`src/rtl/alu_issue_unit.sv`:
```
// ALU issue unit: picks one ready reservation-station slot per cycle in
// round-robin order and runs it through a two-stage pipe. E1 holds the
// captured operands and E2 holds the result. Each result is offered on the
// CDB with a req/gnt handshake, and the originating slot is notified when
// the CDB accepts it.

package alu_issue_pkg;

    typedef enum logic [2:0] {
        ALU_ADD, ALU_SUB, ALU_SLL, ALU_SRL, ALU_SRA, ALU_XOR, ALU_OR, ALU_AND
    } alu_op_e;

    typedef enum logic [2:0] {
        CMP_BEQ, CMP_BNE, CMP_BLT, CMP_BGE, CMP_BLTU, CMP_BGEU
    } cmp_op_e;

    // Reservation-station entry as seen by the issue unit.
    typedef struct packed {
        logic [3:0]  tag;
        logic [31:0] r1;
        logic [31:0] r2;
        alu_op_e     alu_opcode;
        cmp_op_e     cmp_opcode;
        logic        valid;
    } rs_t;

    // Per-slot completion notice sent back to the reservation station.
    typedef struct packed {
        logic        rdy;
        logic [31:0] data;
        logic [3:0]  tag;
    } sal_t;

endpackage

module alu_issue_unit
    import alu_issue_pkg::*;
#(
    parameter int size   = 8,
    parameter int SLOT_W = 3   // must equal $clog2(size)
) (
    input  logic              clk,
    input  logic              rst,
    input  logic              flush,
    input  rs_t               data_i          [size],
    input  logic [size-1:0]   acu_operation_i,
    input  logic [size-1:0]   ready_i,
    output logic              cdb_req_o,
    input  logic              cdb_gnt_i,
    output logic [3:0]        cdb_tag_o,
    output logic [31:0]       cdb_data_o,
    output sal_t              broadcast_o     [size],
    output logic [size-1:0]   inflight_o
);

    typedef struct packed {
        logic              v;
        logic [SLOT_W-1:0] slot;
        logic [3:0]        tag;
        logic [31:0]       r1;
        logic [31:0]       r2;
        alu_op_e           alu_op;
        cmp_op_e           cmp_op;
        logic              acu;
    } e1_t;

    typedef struct packed {
        logic              v;
        logic [SLOT_W-1:0] slot;
        logic [3:0]        tag;
        logic [31:0]       data;
    } e2_t;

    e1_t               e1_q, e1_d;
    e2_t               e2_q, e2_d;
    logic [size-1:0]   inflight_q, inflight_d;
    logic [SLOT_W-1:0] rr_ptr_q, rr_ptr_d;

    logic [size-1:0]   cand;
    logic              any_cand;
    logic [SLOT_W-1:0] grant;
    logic              stall;
    logic              issue;
    logic              complete;
    logic [31:0]       e1_result;

    // A slot is eligible when the RS marks it ready and valid and it is not already in the pipe.
    always_comb begin
        for (int i = 0; i < size; i++) begin
            cand[i] = ready_i[i] & data_i[i].valid & ~inflight_q[i];
        end
    end

    // Round-robin pick: the first candidate at or after rr_ptr, wrapping modulo size.
    always_comb begin
        logic [SLOT_W-1:0] idx;
        // NOTE: every variable driven in a combinational block gets a default first,
        // so no path leaves it unassigned and no latch is inferred.
        any_cand = 1'b0;
        grant    = '0;
        idx      = '0;
        for (int i = 0; i < size; i++) begin
            idx = rr_ptr_q + SLOT_W'(i);
            if (!any_cand && cand[idx]) begin
                any_cand = 1'b1;
                grant    = idx;
            end
        end
    end

    assign stall    = e2_q.v & ~cdb_gnt_i;
    assign issue    = any_cand & ~(e1_q.v & stall);
    assign complete = e2_q.v & cdb_gnt_i & ~flush & ~rst;

    // Execute the E1 op: a 32-bit ALU op, or a compare producing a 0/1 result.
    always_comb begin
        logic [4:0]  shamt;
        logic [31:0] alu_res;
        logic        cmp_res;
        shamt   = e1_q.r2[4:0];
        alu_res = '0;
        cmp_res = 1'b0;
        case (e1_q.alu_op)
            ALU_ADD: alu_res = e1_q.r1 + e1_q.r2;
            ALU_SUB: alu_res = e1_q.r1 - e1_q.r2;
            ALU_SLL: alu_res = e1_q.r1 << shamt;
            ALU_SRL: alu_res = e1_q.r1 >> shamt;
            ALU_SRA: alu_res = $unsigned($signed(e1_q.r1) >>> shamt);
            ALU_XOR: alu_res = e1_q.r1 ^ e1_q.r2;
            ALU_OR:  alu_res = e1_q.r1 | e1_q.r2;
            ALU_AND: alu_res = e1_q.r1 & e1_q.r2;
            default: alu_res = '0;
        endcase
        case (e1_q.cmp_op)
            CMP_BEQ:  cmp_res = (e1_q.r1 == e1_q.r2);
            CMP_BNE:  cmp_res = (e1_q.r1 != e1_q.r2);
            CMP_BLT:  cmp_res = ($signed(e1_q.r1) <  $signed(e1_q.r2));
            CMP_BGE:  cmp_res = ($signed(e1_q.r1) >= $signed(e1_q.r2));
            CMP_BLTU: cmp_res = (e1_q.r1 <  e1_q.r2);
            CMP_BGEU: cmp_res = (e1_q.r1 >= e1_q.r2);
            default:  cmp_res = 1'b0;
        endcase
        e1_result = e1_q.acu ? {31'b0, cmp_res} : alu_res;
    end

    // Next-state for the pipe, the in-flight mask and the round-robin pointer.
    always_comb begin
        e1_d       = e1_q;
        e2_d       = e2_q;
        inflight_d = inflight_q;
        rr_ptr_d   = rr_ptr_q;

        // E2 takes the E1 op whenever it is not blocked on the CDB; otherwise it holds.
        if (!stall) begin
            if (e1_q.v) begin
                e2_d.v    = 1'b1;
                e2_d.slot = e1_q.slot;
                e2_d.tag  = e1_q.tag;
                e2_d.data = e1_result;
            end else begin
                e2_d.v = 1'b0;
            end
        end

        // E1 captures a new op (operands frozen here), empties after advancing, or holds.
        if (issue) begin
            e1_d.v      = 1'b1;
            e1_d.slot   = grant;
            e1_d.tag    = data_i[grant].tag;
            e1_d.r1     = data_i[grant].r1;
            e1_d.r2     = data_i[grant].r2;
            e1_d.alu_op = data_i[grant].alu_opcode;
            e1_d.cmp_op = data_i[grant].cmp_opcode;
            e1_d.acu    = acu_operation_i[grant];
            rr_ptr_d    = grant + SLOT_W'(1);
        end else if (!stall) begin
            e1_d.v = 1'b0;
        end

        // Issue and completion always refer to different slots, so both updates apply.
        if (complete) inflight_d[e2_q.slot] = 1'b0;
        if (issue)    inflight_d[grant]     = 1'b1;
    end

    // State registers; reset and flush both empty the pipe and zero the CDB outputs.
    always_ff @(posedge clk) begin
        // NOTE: sequential state uses non-blocking assignments so every register
        // samples the pre-edge values, independent of statement order.
        if (rst || flush) begin
            e1_q       <= '0;
            e2_q       <= '0;
            inflight_q <= '0;
            rr_ptr_q   <= '0;
        end else begin
            e1_q       <= e1_d;
            e2_q       <= e2_d;
            inflight_q <= inflight_d;
            rr_ptr_q   <= rr_ptr_d;
        end
    end

    assign cdb_req_o  = e2_q.v;
    assign cdb_tag_o  = e2_q.tag;
    assign cdb_data_o = e2_q.data;
    assign inflight_o = inflight_q;

    // One-cycle completion notice to the slot whose result the CDB accepts now.
    always_comb begin
        for (int i = 0; i < size; i++) begin
            broadcast_o[i] = '0;
        end
        if (complete) begin
            broadcast_o[e2_q.slot].rdy  = 1'b1;
            broadcast_o[e2_q.slot].data = e2_q.data;
            broadcast_o[e2_q.slot].tag  = e2_q.tag;
        end
    end

endmodule

```
`config.mk`:
```
export PLATFORM = sky130hd
export DESIGN_NAME = alu_issue_unit
export DESIGN_NICKNAME = d
export VERILOG_FILES = /design/src/rtl/alu_issue_unit.sv
export SDC_FILE = /design/constraint.sdc
export NUM_CORES = 1
export LEC_CHECK = 0
export ABC_CLOCK_PERIOD_IN_PS = 8300
export BUFFER_PORTS_ARGS = -buffer_cell sky130_fd_sc_hd__clkbuf_2
export CORE_AREA = 4 4 372 374
export DETAILED_ROUTE_END_ITERATION = 16
export DIE_AREA = 0 0 376 378
export PLACE_DENSITY_LB_ADDON = 0.2
export REMOVE_ABC_BUFFERS = 1
export SYNTH_ARGS = -nofsm -noshare
export SYNTH_HDL_FRONTEND = slang
export SYNTH_SLANG_ARGS = --single-unit
```
`constraint.sdc`:
```
create_clock -name clk -period 8.3 [get_ports clk]
set_input_delay 2.49 -clock clk [delete_from_list [all_inputs] [get_ports clk]]
set_output_delay 2.49 -clock clk [all_outputs]
set_load 0.01 [all_outputs]
```
==> flow_summary.json <==
{
  "ir_drop_mv": 0.356,
  "die_area_mm2": 0.142,
  "path_clk_slew_ns": 0.07,
  "crit_fanout": 37,
  "synth_edf_count": 0,
  "die_h_um": 378,
  "floorplan.initialDensity_pct": 15.6,
  "fin_crit_ns": 6.91,
  "drc": 0,
  "synth.largest_area_cell": "mux2i_1",
  "crit_cells": 7,
  "combinationalPowerShare_pct": 83.8,
  "synth.distinct_cells": 80,
  "place_ws_ns": 1.30,
  "synth_top_area_share_pct": 16.7,
  "timing.fmax_ghz": 0.145,
  "track_usage_pct": 16.5,
  "core-area_mm2": 0.135,
  "synth_seq_cells": 130,
  "grt_pass1_vias": 24100,
  "vias": 24600,
  "leakage_nw": 13.3,
  "portBuffers": 960,
  "drv_cap": 0,
  "fin_nets": 4329,
  "cts_resized": 0,
  "path_buf_inv": 3,
  "post-cts-setup-buffers": 0,
  "p_int_w": 0.00499,
  "area_growth_pct": 33.6,
  "reg2reg_depth": 15,
  "seq_power_share_pct": 9.0,
  "first_pass_iters": 5,
  "syn_inst": 2826,
  "antenna_left": 0,
  "maxSlewHeadroom_pct": 21.9,
  "ys.flop_type": "dfxtp_1",
  "critPathTopFamily": "simple AND/OR/NAND/NOR gates",
  "cts.hold.buffers_added": 0,
  "rsz0062_at_grt": "false",
  "placementRows": 135,
  "p_switching_w": 0.00679,
  "period_share_pct": 83.2,
  "critPathSlowestCell": "nand4b_1",
  "critPathLaunchType": "input pin",
  "clkPwrFrac_pct": 7.2,
  "fin_setup_tns_ns": 0,
  "tightest_slew_ns": 1.14,
  "die_w_um": 376,
  "synth_area_leaders": "mux2i_1 17%, dfxtp_1 12%, and2_1 8.7%, ha_1 5.9%, a21oi_1 4.4%",
  "wl_per_cell_um": 23.0,
  "worstSetupEndpointType": "output port",
  "async_flop_share_pct": 0,
  "yosysSeqAreaShare_pct": 12.4,
  "grt_max_degree": 74,
  "fin_worst_skew_ns": 0.0126,
  "numCtsBuffers": 17,
  "finalMaxSlewViolations": 0,
  "drtIter0Drc": 1478,
  "antenna_found_initial": 5,
  "ios": 961,
  "layout-drive-gt1-share_pct": 33.8,
  "yosysMostFrequentCell": "mux2i_1",
  "clockRootBuffer": "clkbuf_16",
  "yosys_warnings": 0,
  "dp_hpwl_um": 101000,
  "synth_area_mm2": 0.0210,
  "fin_cells": 5406,
  "clk_latency_ns": 0.50,
  "grt_pass1_wl_um": 173000,
  "grt-ovfl-total": 0,
  "p_sw_share_pct": 57.6,
  "syn_area_per_cell_um2": 7.44,
  "wl_um": 124000,
  "required_ns": 5.81,
  "cp_data_arrival_time_ns": 4.42,
  "gp_congestion": 0.923,
  "hold_viol_final": 0,
  "setup_viol": 0,
  "slowest_delay_ns": 0.45,
  "dpl.cell_count": 5369,
  "post-route-worst-setup-slack_ns": 1.39,
  "cp_cell_sequence": "clkbuf_2, nor2_2, nand4b_1, nor2_4, buf_4, and2_1, clkbuf_2",
  "cts.sink_count": 130,
  "cts_tree": "built",
  "htree_levels": 4,
  "clock_path_buffers": 2,
  "routed_via_density": 4.55,
  "crit_path_frequent_cell": "clkbuf_2",
  "synth.top_cells.by_count": "351 x mux2i_1, 293 x and2_1, 191 x nor2_1, 189 x nand2_1, 184 x a21oi_1",
  "critPathKind": "in2out",
  "holdPathStages": 2,
  "hold_class": "reg2reg",
  "power.density_mw_per_mm2": 419,
  "status": "finished clean"
}
[power by group through the flow]
| stage | clock network (W) | logic (W) | registers [W] |
|---|---|---|---|
| 5_1_grt | 0.000922 | 0.0108 | 0.00109 |
| 4_1_cts | 0.000908 | 0.0101 | 0.00107 |
| 2_1_floorplan | 0 | 0.00645 | 0.00101 |
| 6_report | 0.000852 | 0.00988 | 0.00106 |
| 3_5_place_dp | 0 | 0.0101 | 0.00109 |
| 3_3_place_gp | 0 | 0.0101 | 0.00109 |
[placed cells by master, fill, tap and decap left out, types with 10 or more instances in the layout]
master,instances
a211oi_1,37
a21o_1,17
a21oi_1,184
a221oi_1,76
a22oi_1,10
a31oi_1,16
and2_1,293
buf_4,77
clkbuf_16,17
clkbuf_2,960
dfxtp_1,124
ha_1,100
inv_1,106
mux2_1,20
mux2_2,68
mux2i_1,351
mux4_2,32
nand2_1,188
nand2b_1,29
nand3_1,68
nor2_1,183
nor2b_1,10
nor3_1,70
o211ai_1,20
o21ai_0,150
o21bai_1,12
o221ai_1,14
o22ai_1,114
or3_1,11
xnor2_1,34
xor2_1,16
[routing by layer]
metal  share of wire (%)  wire length [um]  vias to the layer above  track usage, %
met2                  50             62600                      847            29.7
met4                 2.3              2880                        4            4.43
met3                 4.7              5870                       90            2.26
met1                  42             52800                    11800            20.7
met5               0.015                19                        -               0
li1                    -                 -                    11800               -
[sequential cells by signal, indices dropped and copies added (netlist names)]
name        flops
cdb_tag_o       4
inflight_o      8
rr_ptr_q        3
e1_q           79
cdb_data_o     32
e2_q            3
cdb_req_o       1
[final cells by class]
cell class	count	area, um2
Antenna cell	5	12.5
Multi-Input combinational cell	2305	16800
Tap cell	1781	2230
Inverter	113	425
Clock inverter	13	175
Clock buffer	19	443
Sequential cell	130	2610
Fill cell	15400	107000
Timing Repair Buffer	1040	5440
[tightest hold or removal path, stage by stage, from the launching register on]
cell,delay (ns)
dfxtp_1,0.31
nand2_1,0.05
a21oi_1,0.05
[cell families (layout without fill, tap and decap cells)]
family	Yosys count	count (layout)	synth area share (%)
and+or+nand+nor	923	923	22.4
AOI/OAI and AO/OA	757	757	23.5
muxes	471	471	24.8
buffers and inverters	391	1185	8.47
DFF	130	130	12.4
adders and majority gates	102	102	6.14
xor gates and xnor gates	52	52	2.24
other	0	5	0
[worst paths after layout]
kind / startpoint / endpoint / slack (ns)
max: flush / broadcast_o[65] / 1.39
min: e1_q[76] / e2_q[37] / 0.45
max reg2reg: rr_ptr_q[1] / e1_q[56] / 2.78
min reg2reg: e1_q[76] / e2_q[37] / 0.45
[stage by stage]
step	total power [W]	util, %	cell area (um2)	hold slack (ns)
after floorplan	0.00747	-	19700	0.429
after global placement	0.0112	20.4	27500	0.441
after detailed placement	0.0112	20.4	27500	0.442
after CTS	0.0121	20.8	28100	0.452
after global routing	0.0128	20.8	28100	0.469
final	0.0118	20.8	28100	0.451
Note: power is estimated with default switching activity, not from simulation.
